==> src/rtl/fifo_mem_par.sv <==
// rtl/fifo_mem_par.sv - dual-clock FIFO storage array with per-entry even parity
//
// Storage array sitting between the write-pointer/full logic (W_CLK domain)
// and the read-pointer/empty logic (R_CLK domain).
//
// Ports:
//   W_CLK, W_RST       write clock, asynchronous active-low write reset
//   R_CLK, R_RST       read clock/reset, only used when READ_MODE = 1
//   W_INC, FIFO_Full   write request, full flag (full blocks the write)
//   W_Addr, W_Data     write address and payload
//   W_Par_Inj          invert the stored parity bit of this write
//   W_Drop_Clr         synchronous clear of W_Drop_Cnt
//   W_Drop_Cnt         saturating count of writes rejected while full
//   R_INC, FIFO_Empty  read request (READ_MODE = 1), empty flag
//   R_Addr             read address
//   R_Data, R_Valid    read payload and its valid flag
//   R_Par_Err          parity mismatch on the word in R_Data
`timescale 1ns/1ps
module fifo_mem_par #(
  parameter int DATA_WIDTH = 8,
  parameter int ADDR_SIZE  = 3,
  parameter int READ_MODE  = 0,
  parameter int CNT_WIDTH  = 8
) (
  input  logic                  W_CLK,
  input  logic                  W_RST,
  input  logic                  R_CLK,
  input  logic                  R_RST,
  input  logic                  W_INC,
  input  logic                  FIFO_Full,
  input  logic [ADDR_SIZE-1:0]  W_Addr,
  input  logic [DATA_WIDTH-1:0] W_Data,
  input  logic                  W_Par_Inj,
  input  logic                  W_Drop_Clr,
  output logic [CNT_WIDTH-1:0]  W_Drop_Cnt,
  input  logic                  R_INC,
  input  logic                  FIFO_Empty,
  input  logic [ADDR_SIZE-1:0]  R_Addr,
  output logic [DATA_WIDTH-1:0] R_Data,
  output logic                  R_Valid,
  output logic                  R_Par_Err
);

  localparam int DEPTH = 1 << ADDR_SIZE;

  // Each entry is {parity, data}; reset value 0 is parity-consistent.
  logic [DATA_WIDTH:0]  mem_q [DEPTH];
  logic [CNT_WIDTH-1:0] drop_cnt_q, drop_cnt_d;
  logic                 wr_en, drop;
  logic [DATA_WIDTH:0]  rd_word;
  logic                 rd_err;

  assign wr_en = W_INC && !FIFO_Full;
  assign drop  = W_INC && FIFO_Full;

  always_ff @(posedge W_CLK or negedge W_RST) begin
    if (!W_RST) begin
      for (int i = 0; i < DEPTH; i++) mem_q[i] <= '0;
    end else if (wr_en) begin
      mem_q[W_Addr] <= {(^W_Data) ^ W_Par_Inj, W_Data};
    end
  end

  // Clear wins over the old count, but a drop in the same cycle still counts.
  always_comb begin
    drop_cnt_d = drop_cnt_q;
    if (W_Drop_Clr) begin
      drop_cnt_d    = '0;
      drop_cnt_d[0] = drop;
    end else if (drop && (drop_cnt_q != {CNT_WIDTH{1'b1}})) begin
      drop_cnt_d = drop_cnt_q + CNT_WIDTH'(1);
    end
  end

  always_ff @(posedge W_CLK or negedge W_RST) begin
    if (!W_RST) drop_cnt_q <= '0;
    else        drop_cnt_q <= drop_cnt_d;
  end

  assign W_Drop_Cnt = drop_cnt_q;

  // Odd parity over {par, data} flags a corrupted entry.
  assign rd_word = mem_q[R_Addr];
  assign rd_err  = ^rd_word;

  generate
    if (READ_MODE == 0) begin : g_comb_rd
      logic unused_rd;
      assign unused_rd = ^{R_CLK, R_RST, R_INC};
      assign R_Data    = rd_word[DATA_WIDTH-1:0];
      assign R_Par_Err = rd_err;
      assign R_Valid   = !FIFO_Empty;
    end else begin : g_reg_rd
      logic [DATA_WIDTH-1:0] r_data_q;
      logic                  r_valid_q, r_err_q;

      always_ff @(posedge R_CLK or negedge R_RST) begin
        if (!R_RST) begin
          r_data_q  <= '0;
          r_valid_q <= 1'b0;
          r_err_q   <= 1'b0;
        end else if (R_INC && !FIFO_Empty) begin
          r_data_q  <= rd_word[DATA_WIDTH-1:0];
          r_valid_q <= 1'b1;
          r_err_q   <= rd_err;
        end else begin
          // Data holds so the last word stays observable between reads.
          r_valid_q <= 1'b0;
          r_err_q   <= 1'b0;
        end
      end

      assign R_Data    = r_data_q;
      assign R_Valid   = r_valid_q;
      assign R_Par_Err = r_err_q;
    end
  endgenerate

endmodule

==> config.mk <==
export PLATFORM = sky130hd
export DESIGN_NAME = fifo_mem_par
export DESIGN_NICKNAME = d
export VERILOG_FILES = /design/src/rtl/fifo_mem_par.sv
export SDC_FILE = /design/constraint.sdc
export NUM_CORES = 1
export LEC_CHECK = 0
export ABC_AREA = 1
export BUFFER_PORTS_ARGS = -buffer_cell sky130_fd_sc_hd__buf_2
export CORE_AREA = 2 2 138 99
export DETAILED_ROUTE_END_ITERATION = 12
export DIE_AREA = 0 0 140 101
export GPL_TIMING_DRIVEN = 0
export PLACE_DENSITY_LB_ADDON = 0.2
export SYNTH_ARGS = -nofsm -noshare
export SYNTH_HDL_FRONTEND = slang
export SYNTH_SLANG_ARGS = --single-unit
export TNS_END_PERCENT = 100
==> constraint.sdc <==
create_clock -name W_CLK -period 4.5 [get_ports W_CLK]
set_input_delay 1.35 -clock W_CLK [delete_from_list [all_inputs] [get_ports W_CLK]]
set_output_delay 1.35 -clock W_CLK [all_outputs]
set_load 0.01 [all_outputs]
Word level (Yosys, flattened, before mapping)
Cells that the tools add are included.
W data, S select, Z words.
{"block": "word_totals", "register_bits": 80, "input_bits": 24, "output_inout_bits": 18, "wordCells": 34}
{"block": "op_classes", "bitwise": 3, "magnitude_cmp": 3, "n_addsub": 1, "reduce_logical": 9, "n_mux": 8, "eq_ne": 1}
{"op": "$bwmux W72", "n": 1}
{"op": "$bmux W9 S3", "n": 1}
{"op": "$demux W9 S3", "n": 1}
{"op": "$mux W9", "n": 3}
{"op": "$mux W8", "n": 2}
{"op": "$reduce_xor A9 Y1", "n": 1}
{"op": "$add A8 B1 Y8 const B", "n": 1}
{"op": "$ge A4 B4 Y1 const B", "n": 2}
{"op": "$ne A8 B8 Y1 const B", "n": 1}
{"op": "$not A3 Y4", "n": 2}
{"op": "$reduce_xor A8 Y1", "n": 1}
{"op": "$logic_and A1 B1 Y1", "n": 4}
{"op": "$lt A4 B1 Y1 const B", "n": 1}
{"op": "$logic_not A1 Y1", "n": 2}
{"op": "$reduce_bool A2 Y1", "n": 1}
{"op": "$xor A1 B1 Y1", "n": 1}

Logic depth before layout (Yosys ltp)
Gate-level depths: netlist (run 1).
{"block": "depth", "ltp_word": 6, "depth_mapped": 14}

Worst setup path after synthesis (run 1)
Ideal clock, no wire load.
{"block": "synth_timing", "path_kind": "input to output", "startpoint": "in R_Addr[1]", "endpoint": "out R_Par_Err", "slack_ps": 724, "t_arrival_ps": 2426, "path_stages": 14, "required_ps": 3150, "cell_sequence": "buf_6 -> inv_6 -> buf_6 -> nand3_1 -> nand2_1 -> nand2_1 -> nand2_2 -> nand2_1 -> nand2_1 -> nand2_1 -> nand2_1 -> nand2_1 -> nand3_1 -> nand2_1"}
{"block": "synth_between", "elab_chain_len": 5}
{"element": "from (decl)", "line_no": "38", "text": "input logic [ADDR_SIZE-1:0] R_Addr,"}
{"element": "$not A3 Y4 (not written as such)", "line_no": "83", "text": "assign rd_word = mem_q[R_Addr];"}
{"element": "$bmux W9 S3", "line_no": "83"}
{"element": "$mux W9 (not written as such) (2 in a row)", "line_no": "83"}
{"element": "via R_Data[2]", "line_no": "39", "text": "output logic [DATA_WIDTH-1:0] R_Data,"}
{"element": "$reduce_xor A9 Y1", "line_no": "84", "text": "assign rd_err = ^rd_word;"}
{"element": "to (decl)", "line_no": "41", "text": "output logic R_Par_Err"}
The timed path passes the listed nets, and every way through them passes these cells. The select of a mux whose other input is x is not followed.

Final worst setup path (run 1)
{"block": "layout_timing", "startpoint": "in R_Addr[0]", "endpoint": "out R_Par_Err"}
{"block": "layout_between", "elab_chain_len": 5}
{"element": "$not A3 Y4 (not written as such)", "line_no": "83"}
{"element": "$bmux W9 S3", "line_no": "83"}
{"element": "$mux W9 (not written as such) (2 in a row)", "line_no": "83"}
{"element": "$reduce_xor A9 Y1", "line_no": "84"}
No other way between the ends. The select of a mux whose other input is x is not followed.

==> load_flow_metrics.sql, run 1 <==
INSERT INTO impl_metrics (metric_group, metric, value, unit) VALUES
('clocking', 'post-cts-setup-buffer-count', '0', ''),
('die', 'floorplan.initialDensity', '34.1', '%'),
('clocking', 'cts.root.buffer_cell', 'clkbuf_16', ''),
('timing', 'rsz0062_at_grt', 'no', ''),
('setup_path', 'endpoint_kind_of_the_worst_setup_timing_path', 'output pin', ''),
('global_routing', 'grt_pass1_wl', '19400', 'um'),
('global_routing', 'global_route.overflow_total', '0', ''),
('place', 'number_of_i_o_port_buffers', '35', ''),
('setup_path', 'timing.critical_path.slowest_stage_cell', 'clkbuf_4', ''),
('detailed_routing', 'drt_via_density', '4.63', ''),
('synth', 'synth_area', '0.00441', 'mm^2'),
('global_routing', 'grt_pass1_vias', '3692', ''),
('die', 'die_extent_in_x', '140', 'um'),
('global_routing', 'grt_max_degree', '50', ''),
('setup_path', 'crit_arrival', '2950', 'ps'),
('finish', 'most-common-layout-cells', 'nand2_1 (241), inv_1 (82), dfrtp_1 (80)', ''),
('power_and_ir_drop', 'p_seq_share', '44.9', '%'),
('synth', 'synth.distinct_cells', '32', ''),
('hold_path', 'min_path_type', 'reg -> reg', ''),
('detailed_routing', 'num_vias', '3820', ''),
('detailed_routing', 'drt_iter0_drc', '205', ''),
('clocking', 'clock_insertion_delay_worst_skew', '340', 'ps'),
('setup_path', 'worst_path_max_stage_delay', '250', 'ps'),
('setup_path', 'cp-start-kind', 'input port', ''),
('synth', 'netlist_top_cells_area', 'dfrtp_1 (45%), nand2_1 (21%), o21ai_0 (8.6%), inv_1 (7.0%), nand3_1 (4.8%)', ''),
('synth', 'synth_edf_count', '0', ''),
('detailed_routing', 'route.detailed.wl_per_inst', '14.2', 'um'),
('clocking', 'clock_sink_count', '80', ''),
('status', 'status', 'finished, final reports clean', ''),
('detailed_routing', 'antenna_left', '0', ''),
('synth', 'synth.yosys.seq_area_share', '45.4', '%'),
('finish', 'fin_nets', '679', ''),
('die', 'core-area', '0.0129', 'mm^2'),
('timing', 'period_share', '95.6', '%'),
('power_and_ir_drop', 'clock_power_share', '32.2', '%'),
('timing', 'finalClockSkew', '6.51', 'ps'),
('place', 'place_worst_setup_slack', '134', 'ps'),
('synth', 'syn-mean-instance-area', '7.26', 'um^2'),
('detailed_routing', 'routed_wl', '11700', 'um'),
('finish', 'antenna_cells_inserted', '0', ''),
('power_and_ir_drop', 'static_power_due_to_leakage', '2.68', 'nW'),
('synth', 'synthDominantAreaCellType', 'dfrtp_1', ''),
('timing', 'slew_viol_final', '0', ''),
('power_and_ir_drop', 'p_int', '1.43', 'mW'),
('die', 'rows', '35', ''),
('clocking', 'path_clk_slew', '60', 'ps'),
('die', 'die_y', '101', 'um'),
('place', 'post-dp-hpwl', '8980', 'um'),
('die', 'die_area', '0.0141', 'mm^2'),
('global_routing', 'globalRouteTotalUtil', '18.0', '%'),
('timing', 'fin_tns_setup', '0', 'ps'),
('clocking', 'postCtsHoldBufs', '0', ''),
('power_and_ir_drop', 'p_switching', '668', 'uW'),
('power_and_ir_drop', 'pwr-share-comb', '22.9', '%'),
('synth', 'synthFlopType', 'dfrtp_1', ''),
('synth', 'synth.top_cell.area_share', '45.4', '%'),
('global_routing', 'number_of_antenna_violations_at_the_first_check_in_global_routing', '0', ''),
('run', 'drv.max_cap_violation_count', '0', ''),
('synth', 'ys_ff_latch', '80', ''),
('finish', 'area_growth_syn_to_layout', '15.7', '%'),
('timing', 'finalHoldWorstSlack', '484', 'ps'),
('finish', 'final_core_util', '39.5', '%'),
('setup_path', 'timing.critical_path.required', '3150', 'ps'),
('clocking', 'ctsHtreeMaxLevel', '3', ''),
('synth', 'synthCells', '607', ''),
('timing', 'worstMarginPinSlew', '443', 'ps'),
('place', 'gpl.final_weighted_congestion', '0.891', ''),
('setup_path', 'critPathBufInv', '4', ''),
('power_and_ir_drop', 'power.switching_fraction', '31.8', '%'),
('synth', 'synthesis.nets', '632', ''),
('timing', 'layout_min_cycle_time', '4300', 'ps');
-- path summary, 6_finish.rpt --
kind                                from             to  slack, ps  cells after the start
min in group asynchronous          W_RST      mem_q[21]        950                      1
setup / recovery               R_Addr[0]      R_Par_Err        200                     16
hold reg to reg                mem_q[52]      mem_q[52]        480                      2
setup reg to reg           W_Drop_Cnt[0]  W_Drop_Cnt[4]       2780                      8
hold / removal                 mem_q[52]      mem_q[52]        480                      2
max in group asynchronous          W_RST      mem_q[40]       2960                      2
-- what timing repair did --
item                                   4_1_cts  5_1_grt
gates resized for setup                      0        3
setup endpoints to repair                    0        1
endpoints found under the hold margin        0        0
-- cells in the mapped netlist, types with 5 or more instances --
master	instances
nand3_2	10
xnor2_1	5
buf_2	7
clkbuf_1	8
dfrtp_1	80
nand2_2	8
nand2_1	241
nand3_1	42
a21oi_1	7
inv_1	82
nor2_1	11
o21ai_0	76
-- power groups by stage --
stage                     clock, mW  sequential (mW)  combinational (mW)
after floorplan                   0            0.935               0.347
after global placement            0            0.948               0.469
after detailed placement          0            0.952               0.484
after CTS                     0.696            0.942               0.485
after global routing          0.722            0.961               0.564
final                         0.677            0.943               0.481
-- worst reg2reg max path, cell delays in order, from the launching register on --
cell and delay [ps]:
dfrtp_1 420, ha_1 240, nand4_1 110, nor2_1 80, a21oi_2 220, inv_1 170
nor3_2 200, nand2_1 70, a21oi_1 150
-- layer usage --
| layer | GRT usage (%) | up-vias | routed length, um |
|---|---|---|---|
| li1 | - | 1979 | - |
| met1 | 25.3 | 1760 | 5870 |
| met2 | 27.7 | 65 | 5020 |
| met3 | 4.23 | 16 | 671 |
| met4 | 5.59 | 0 | 186 |
| met5 | 0 | - | 0 |
-- cells by family (layout without fill, tap and decap cells) --
group	Yosys count	count (layout)	synth area share [%]
flip-flops	80	80	45.4
adder cells (fa/ha/maj)	1	1	0.284
buffers and inverters	109	161	11.0
XOR/XNOR	9	9	1.96
AND/OR/NAND/NOR	319	319	30.7
AO/OA/AOI/OAI	89	89	10.6
-- per-stage QoR --
stage               cells  cell area, um^2
global placement      808             4790
global route          825             5100
floorplan             607             4410
finish                825             5100
detailed placement    809             4820
CTS                   825             5090
-- area by class of cell --
cell class | instances | area share [%]
buffer | 23 | 3.21
clock buffer | 11 | 4.76
clock inverter | 5 | 0.638
inverter | 86 | 6.43
multi-input combinational | 418 | 37.6
sequential | 80 | 39.3
tap | 166 | 4.07
timing repair buffer | 36 | 4.02
-- sequential cells by signal (all words and copies together), names as in the netlist --
name,count
W_Drop_Cnt,8
mem_q,72
No activity file was read; power rests on OpenSTA's default activity.
==> run 2: changes to the inputs <==
CORE_AREA = 2 2 110 80   (was 2 2 138 99)
DIE_AREA = 0 0 112 82   (was 0 0 140 101)
GPL_TIMING_DRIVEN = not set   (was 0)
==> run 2 against run 1 <==
  * Fmax grew 2.6%
  * Register-to-register slack lost 60 ps
  * Final cell count shrank 9.7%
  * Global-route usage up 7.2 points
  * First-iteration DRC count up 39%
  * Critical endpoint unchanged
  * Largest power group unchanged
==> load_flow_metrics.sql, run 2 (same netlist as run 1, synthesis figures left out) <==
INSERT INTO impl_metrics (metric_group, metric, value, unit) VALUES
('timing', 'worstMarginPinSlew', '1030', 'ps'),
('hold_path', 'min_delay_worst_endpoint', 'mem_q[49]', ''),
('detailed_routing', 'num_vias', '3859', ''),
('status', 'status', 'finished, final reports clean', ''),
('detailed_routing', 'met1Wirelength', '5040', 'um'),
('hold_path', 'hold-path-cell-count', '2', ''),
('setup_path', 'crit_chain', 'buf_2 > inv_2 > buf_12 > nand2_1 > nand2_1 > nand2_1 > nand2_1 > nand2_1 > nand2_2 > nand2_1 > nand2_1 > nand2_1 > nand2_1 > nand2_1 > nand3_1 > nand2_1 > buf_2', ''),
('setup_path', 'reg2reg_depth', '9', ''),
('setup_path', 'endpoint_kind_of_the_worst_setup_timing_path', 'output pin', ''),
('detailed_routing', 'antenna_left', '0', ''),
('setup_path', 'crit_arrival', '2840', 'ps'),
('global_routing', 'number_of_antenna_violations_at_the_first_check_in_global_routing', '0', ''),
('place', 'gpl.final_weighted_congestion', '0.853', ''),
('hold_path', 'min_path_type', 'reg -> reg', ''),
('clocking', 'ctsLongestPathBuffers', '2', ''),
('clocking', 'path_clk_slew', '60', 'ps'),
('timing', 'fin_ws', '306', 'ps'),
('setup_path', 'critPathBufInv', '4', ''),
('setup_path', 'cpMostUsedCell', 'nand2_1', ''),
('finish', 'regMostFlops', 'mem_q', ''),
('hold_path', 'worst_hold_startpoint', 'mem_q[49]', ''),
('finish', 'antenna_cells_inserted', '0', ''),
('detailed_routing', 'top_layer', 'met4', ''),
('place', 'post-dp-hpwl', '6910', 'um'),
('finish', 'filler_cell_count_in_the_final_layout', '780', ''),
('timing', 'layout_min_cycle_time', '4190', 'ps'),
('die', 'die_y', '82', 'um'),
('setup_path', 'timing.critical_path.required', '3150', 'ps'),
('power_and_ir_drop', 'worst_ir_drop_vdd', '0.245', 'mV'),
('finish', 'fin_area', '0.00491', 'mm^2'),
('global_routing', 'grt_pass1_vias', '3588', ''),
('global_routing', 'grt_pass1_wl', '17800', 'um'),
('detailed_routing', 'routed_wl', '10700', 'um'),
('setup_path', 'reg2reg_slack', '2720', 'ps'),
('die', 'die_extent_in_x', '112', 'um'),
('power_and_ir_drop', 'static_power_due_to_leakage', '2.62', 'nW'),
('setup_path', 'timing.critical_path.slowest_stage_cell', 'buf_12', ''),
('setup_path', 'critical_path.max_fanout', '35', ''),
('detailed_routing', 'route.detailed.wl_per_inst', '14.3', 'um'),
('finish', 'fin_nets', '662', ''),
('timing', 'timing.fmax', '238', 'MHz'),
('setup_path', 'crit_path_kind', 'in -> out', ''),
('timing', 'slew_viol_final', '0', ''),
('timing', 'rsz0062_at_grt', 'no', ''),
('timing', 'finalSetupViolations', '0', ''),
('detailed_routing', 'dr.pass1.iters', '5', ''),
('clocking', 'clock_insertion_delay_worst_skew', '330', 'ps'),
('timing', 'finalHoldViolCount', '0', ''),
('die', 'core-area', '0.00820', 'mm^2'),
('timing', 'fin_tns_setup', '0', 'ps'),
('finish', 'largest_register_ffs', '72', ''),
('timing', 'finalClockSkew', '1.87', 'ps'),
('setup_path', 'cp-start-kind', 'input port', ''),
('finish', 'area_growth_syn_to_layout', '11.5', '%'),
('timing', 'period_share', '93.2', '%'),
('finish', 'post_route_cells_drive_above_1_share', '12.2', '%'),
('clocking', 'clock_sink_count', '80', ''),
('die', 'io_pins', '42', ''),
('clocking', 'cts-buffers-inserted', '9', ''),
('finish', 'mostFrequentLayoutCell', 'nand2_1', ''),
('power_and_ir_drop', 'power', '2.09', 'mW'),
('global_routing', 'grt_max_degree', '81', ''),
('setup_path', 'worst_path_max_stage_delay', '190', 'ps'),
('detailed_routing', 'route.detailed.drc', '0', ''),
('clocking', 'cts_resized', '0', ''),
('setup_path', 'critical-path-top-delay-family', 'simple AND/OR/NAND/NOR gates', ''),
('place', 'number_of_i_o_port_buffers', '38', ''),
('global_routing', 'globalRouteTotalUtil', '25.2', '%'),
('place', 'place_worst_setup_slack', '339', 'ps'),
('die', 'die_area', '0.00918', 'mm^2'),
('run', 'drv.max_cap_violation_count', '0', ''),
('power_and_ir_drop', 'power-per-cell-area', '425', 'mW/mm^2'),
('clocking', 'cts.root.buffer_cell', 'clkbuf_16', ''),
('detailed_routing', 'routed_met2_length', '4880', 'um'),
('timing', 'finalHoldWorstSlack', '482', 'ps'),
('global_routing', 'global_route.overflow_total', '0', ''),
('detailed_routing', 'drt_iter0_drc', '284', ''),
('setup_path', 'worstReg2RegEnd', 'W_Drop_Cnt[4]', ''),
('detailed_routing', 'met3WireLength', '529', 'um'),
('setup_path', 'worstReg2RegStart', 'W_Drop_Cnt[0]', ''),
('die', 'rows', '28', ''),
('place', 'place_area', '0.00464', 'mm^2'),
('detailed_routing', 'drt_via_density', '5.18', ''),
('clocking', 'postCtsHoldBufs', '0', ''),
('clocking', 'ctsHtreeMaxLevel', '3', ''),
('finish', 'most-common-layout-cells', 'nand2_1 (241), inv_1 (82), dfrtp_1 (80)', ''),
('clocking', 'cts_tree', 'yes', ''),
('timing', 'max-slew-margin-rel', '31.5', '%'),
('die', 'floorplan.initialDensity', '53.7', '%'),
('clocking', 'post-cts-setup-buffer-count', '0', '');
-- run 2: cell types whose count changed in the layout (fill, tap and decap cells not counted), moves of 2 or more --
cell and change:
clkbuf_8 +2, clkinvlp_4 -3, clkinv_2 -2, clkbuf_1 -7, buf_12 +3, buf_4 -2, buf_8 -3, buf_6 -3
buf_2 -2
-- run 2: how the worst max path moves through the flow --
stage                     startpoint        end  slack, ps  depth (start not counted)
after floorplan            R_Addr[1]  R_Par_Err        720                         14
after global placement     R_Addr[1]  R_Par_Err        360                         14
after detailed placement   R_Addr[1]  R_Par_Err        340                         14
after CTS                  R_Addr[1]  R_Par_Err        310                         14
after global routing       R_Addr[0]  R_Par_Err        110                         17
final                      R_Addr[0]  R_Par_Err        310                         17
-- run 2: report_power, final --
group / internal (mW) / switching, mW / leakage, nW
clock: 0.413 / 0.267 / 0.135
sequential: 0.868 / 0.0744 / 1.02
combinational: 0.172 / 0.291 / 1.47
-- run 2: per-stage QoR --
stage | cells | util, %
after global placement | 731 | 56.6
after CTS | 745 | 59.9
after detailed placement | 731 | 56.6
after global routing | 745 | 59.9
final | 745 | 59.9
after floorplan | 607 | -
-- run 2: cell type report --
type                       count  area (um^2)  share of cell area, %
clock buffer                  14          274                   5.58
inverter                      86          328                   6.67
multi-input combinational    418         1920                   39.0
sequential                    80         2000                   40.8
tap                          105          131                   2.67
timing repair buffer          42          260                   5.30
-- run 2: tightest hold or removal path: stages (launching register included) --
cell and delay [ps]:
dfrtp_1 340, nand2_1 50, o21ai_0 60
-- run 2: routing by layer --
layer,GRT usage (%),up-vias
li1,-,1941
met1,33.9,1799
met2,41.1,97
met3,5.61,22
met4,8.17,0
met5,0,-
==> run 3: changes to the inputs <==
CORE_AREA = 2 2 93 95   (was 2 2 110 80)
DIE_AREA = 0 0 95 97   (was 0 0 112 82)
==> run 3 against run 2 <==
  * Sequential share of layout area grew 0.53 points
  * Via count grew 0.44%
  * Worst setup slack lost 36 ps
  * Sequential power is essentially flat
  * Highest routed layer unchanged
==> load_flow_metrics.sql, run 3 (same netlist as run 1, synthesis figures left out) <==
INSERT INTO impl_metrics (metric_group, metric, value, unit) VALUES
('status', 'status', 'finished, final reports clean', ''),
('global_routing', 'grt_util_met3', '4.36', '%'),
('power_and_ir_drop', 'power-per-cell-area', '419', 'mW/mm^2'),
('die', 'rows', '33', ''),
('detailed_routing', 'route.detailed.drc', '0', ''),
('clocking', 'ctsLongestPathBuffers', '2', ''),
('setup_path', 'cp-start-kind', 'input port', ''),
('timing', 'finalSetupViolations', '0', ''),
('setup_path', 'crit_chain', 'buf_2 > buf_4 > nand2_1 > nand2_1 > nand2_1 > nand2_1 > nand2_1 > nand2_2 > nand2_1 > nand2_1 > nand2_1 > nand2_1 > nand2_1 > nand3_1 > nand2_1 > buf_2', ''),
('setup_path', 'critical-path-top-delay-family', 'simple AND/OR/NAND/NOR gates', ''),
('clocking', 'path_clk_slew', '80', 'ps'),
('place', 'gpl.final_weighted_congestion', '0.871', ''),
('setup_path', 'endpoint_kind_of_the_worst_setup_timing_path', 'output pin', ''),
('power_and_ir_drop', 'pwr-share-comb', '22.5', '%'),
('setup_path', 'crit_path_kind', 'in -> out', ''),
('finish', 'most-common-layout-cells', 'nand2_1 (241), inv_1 (82), dfrtp_1 (80)', ''),
('finish', 'filler_cell_count_in_the_final_layout', '758', ''),
('finish', 'fin_nets', '664', ''),
('power_and_ir_drop', 'static_power_due_to_leakage', '2.60', 'nW'),
('global_routing', 'global_route.overflow_total', '0', ''),
('finish', 'post_route_cells_drive_above_1_share', '12.8', '%'),
('detailed_routing', 'drt_iter0_drc', '249', ''),
('finish', 'area_growth_syn_to_layout', '10.1', '%'),
('global_routing', 'grt_max_degree', '81', ''),
('detailed_routing', 'antenna_left', '0', ''),
('timing', 'finalClockSkew', '9.66', 'ps'),
('detailed_routing', 'route.detailed.wl_per_inst', '13.9', 'um'),
('timing', 'timing.fmax', '236', 'MHz'),
('power_and_ir_drop', 'power', '2.03', 'mW'),
('clocking', 'clock_sink_count', '80', ''),
('global_routing', 'number_of_antenna_violations_at_the_first_check_in_global_routing', '0', ''),
('clocking', 'post-cts-setup-buffer-count', '0', ''),
('global_routing', 'globalRouteTotalUtil', '24.0', '%'),
('global_routing', 'globalRoute.busiestLayer', 'met2', ''),
('setup_path', 'cpMostUsedCell', 'nand2_1', ''),
('setup_path', 'critical_path.max_fanout', '26', ''),
('setup_path', 'critPathBufInv', '3', ''),
('clocking', 'cts-buffers-inserted', '9', ''),
('clocking', 'postCtsHoldBufs', '0', ''),
('power_and_ir_drop', 'power.switching_fraction', '31.0', '%'),
('place', 'number_of_i_o_port_buffers', '38', ''),
('finish', 'mostFrequentLayoutCell', 'nand2_1', ''),
('die', 'core-area', '0.00813', 'mm^2'),
('die', 'die_extent_in_x', '95', 'um'),
('die', 'floorplan.initialDensity', '54.2', '%'),
('global_routing', 'grt_pass1_vias', '3606', ''),
('finish', 'layout.cells.non_filler', '748', ''),
('timing', 'layout_min_cycle_time', '4230', 'ps'),
('timing', 'period_share', '94.0', '%'),
('setup_path', 'crit_arrival', '2880', 'ps'),
('place', 'dpl.cell_count', '733', ''),
('detailed_routing', 'dr.pass1.iters', '7', ''),
('clocking', 'clock_insertion_delay_worst_skew', '360', 'ps'),
('timing', 'worstMarginPinSlew', '1020', 'ps'),
('detailed_routing', 'routed_wl', '10400', 'um'),
('detailed_routing', 'drt_via_density', '5.18', ''),
('setup_path', 'worst_path_max_stage_delay', '310', 'ps'),
('global_routing', 'globalRouteMet2Util', '39.8', '%'),
('hold_path', 'min_path_type', 'reg -> reg', ''),
('power_and_ir_drop', 'p_int', '1.40', 'mW'),
('die', 'die_area', '0.00922', 'mm^2'),
('timing', 'max-slew-margin-rel', '32.1', '%'),
('power_and_ir_drop', 'p_seq_share', '46.3', '%'),
('setup_path', 'timing.critical_path.slowest_stage_cell', 'buf_4', ''),
('die', 'die_y', '97', 'um'),
('clocking', 'ctsHtreeMaxLevel', '3', ''),
('clocking', 'cts_tree', 'yes', ''),
('detailed_routing', 'num_vias', '3876', ''),
('global_routing', 'grt_pass1_wl', '17300', 'um'),
('place', 'post-dp-hpwl', '6950', 'um'),
('global_routing', 'global_route.usage.met1', '32.2', '%'),
('clocking', 'cts.root.buffer_cell', 'clkbuf_8', ''),
('finish', 'final_core_util', '59.6', '%'),
('timing', 'finalHoldViolCount', '0', ''),
('setup_path', 'timing.critical_path.required', '3150', 'ps'),
('power_and_ir_drop', 'p_switching', '630', 'uW'),
('finish', 'largest_register_ffs', '72', ''),
('finish', 'antenna_cells_inserted', '0', ''),
('run', 'drv.max_cap_violation_count', '0', ''),
('timing', 'fin_tns_setup', '0', 'ps'),
('timing', 'slew_viol_final', '0', ''),
('power_and_ir_drop', 'worst_ir_drop_vdd', '0.206', 'mV'),
('finish', 'regMostFlops', 'mem_q', ''),
('power_and_ir_drop', 'clock_power_share', '31.3', '%'),
('die', 'io_pins', '42', ''),
('clocking', 'cts_resized', '0', ''),
('timing', 'rsz0062_at_grt', 'no', '');
[run 3: cell types whose count changed in the layout (fill, tap and decap cells not counted)]
| cell | delta |
|---|---|
| buf_12 | -3 |
| buf_4 | +5 |
| clkbuf_8 | +6 |
| bufinv_16 | +3 |
| clkinv_4 | +1 |
| clkinvlp_4 | +1 |
| clkbuf_16 | -9 |
| clkbuf_1 | -1 |
[run 3: metal layers]
layer | share of wire, % | wire length (um)
met5 | 0 | 0
met3 | 4.4 | 462
met4 | 0.97 | 101
met2 | 49 | 5060
met1 | 46 | 4780
[run 3: path summary, 6_finish.rpt]
kind                       cells past startpoint           from             to  slack, ps
min in group asynchronous                      1          W_RST       mem_q[1]       1140
hold / removal                                 2      mem_q[56]      mem_q[56]        490
hold reg to reg                                2      mem_q[56]      mem_q[56]        490
max in group asynchronous                      1          W_RST      mem_q[43]       2670
setup reg to reg                               9  W_Drop_Cnt[0]  W_Drop_Cnt[4]       2700
setup / recovery                              16      R_Addr[0]      R_Par_Err        270
[run 3: area by class of cell]
| cell class | count | area (um^2) | share of cell area [%] |
|---|---|---|---|
| timing repair buffer | 44 | 238 | 4.90 |
| multi-input combinational | 418 | 1920 | 39.5 |
| tap | 105 | 131 | 2.71 |
| clock buffer | 10 | 128 | 2.63 |
| sequential | 80 | 2000 | 41.3 |
| clock inverter | 5 | 106 | 2.19 |
| inverter | 86 | 328 | 6.76 |
[run 3: worst min-delay path, delay by kind of cell, from the launching register on]
family | cells | cell delay (ps)
compound gates | 1 | 60
simple gates | 1 | 50
flops | 1 | 350
[run 3: power by group through the flow]
stage / Sequential, mW / Combinational (mW) / Clock [mW]
after floorplan: 0.935 / 0.347 / 0
after global placement: 0.947 / 0.440 / 0
after detailed placement: 0.953 / 0.456 / 0
after CTS: 0.939 / 0.460 / 0.642
after global routing: 0.957 / 0.536 / 0.681
final: 0.941 / 0.457 / 0.636
[run 3: stage by stage]
step                worst slack (ps)  hold slack [ps]  area, um^2
finish                           269              489        4850
global route                     113              516        4850
CTS                              299              492        4850
detailed placement               319              473        4620
global placement                 323              466        4620
floorplan                        724              453        4410
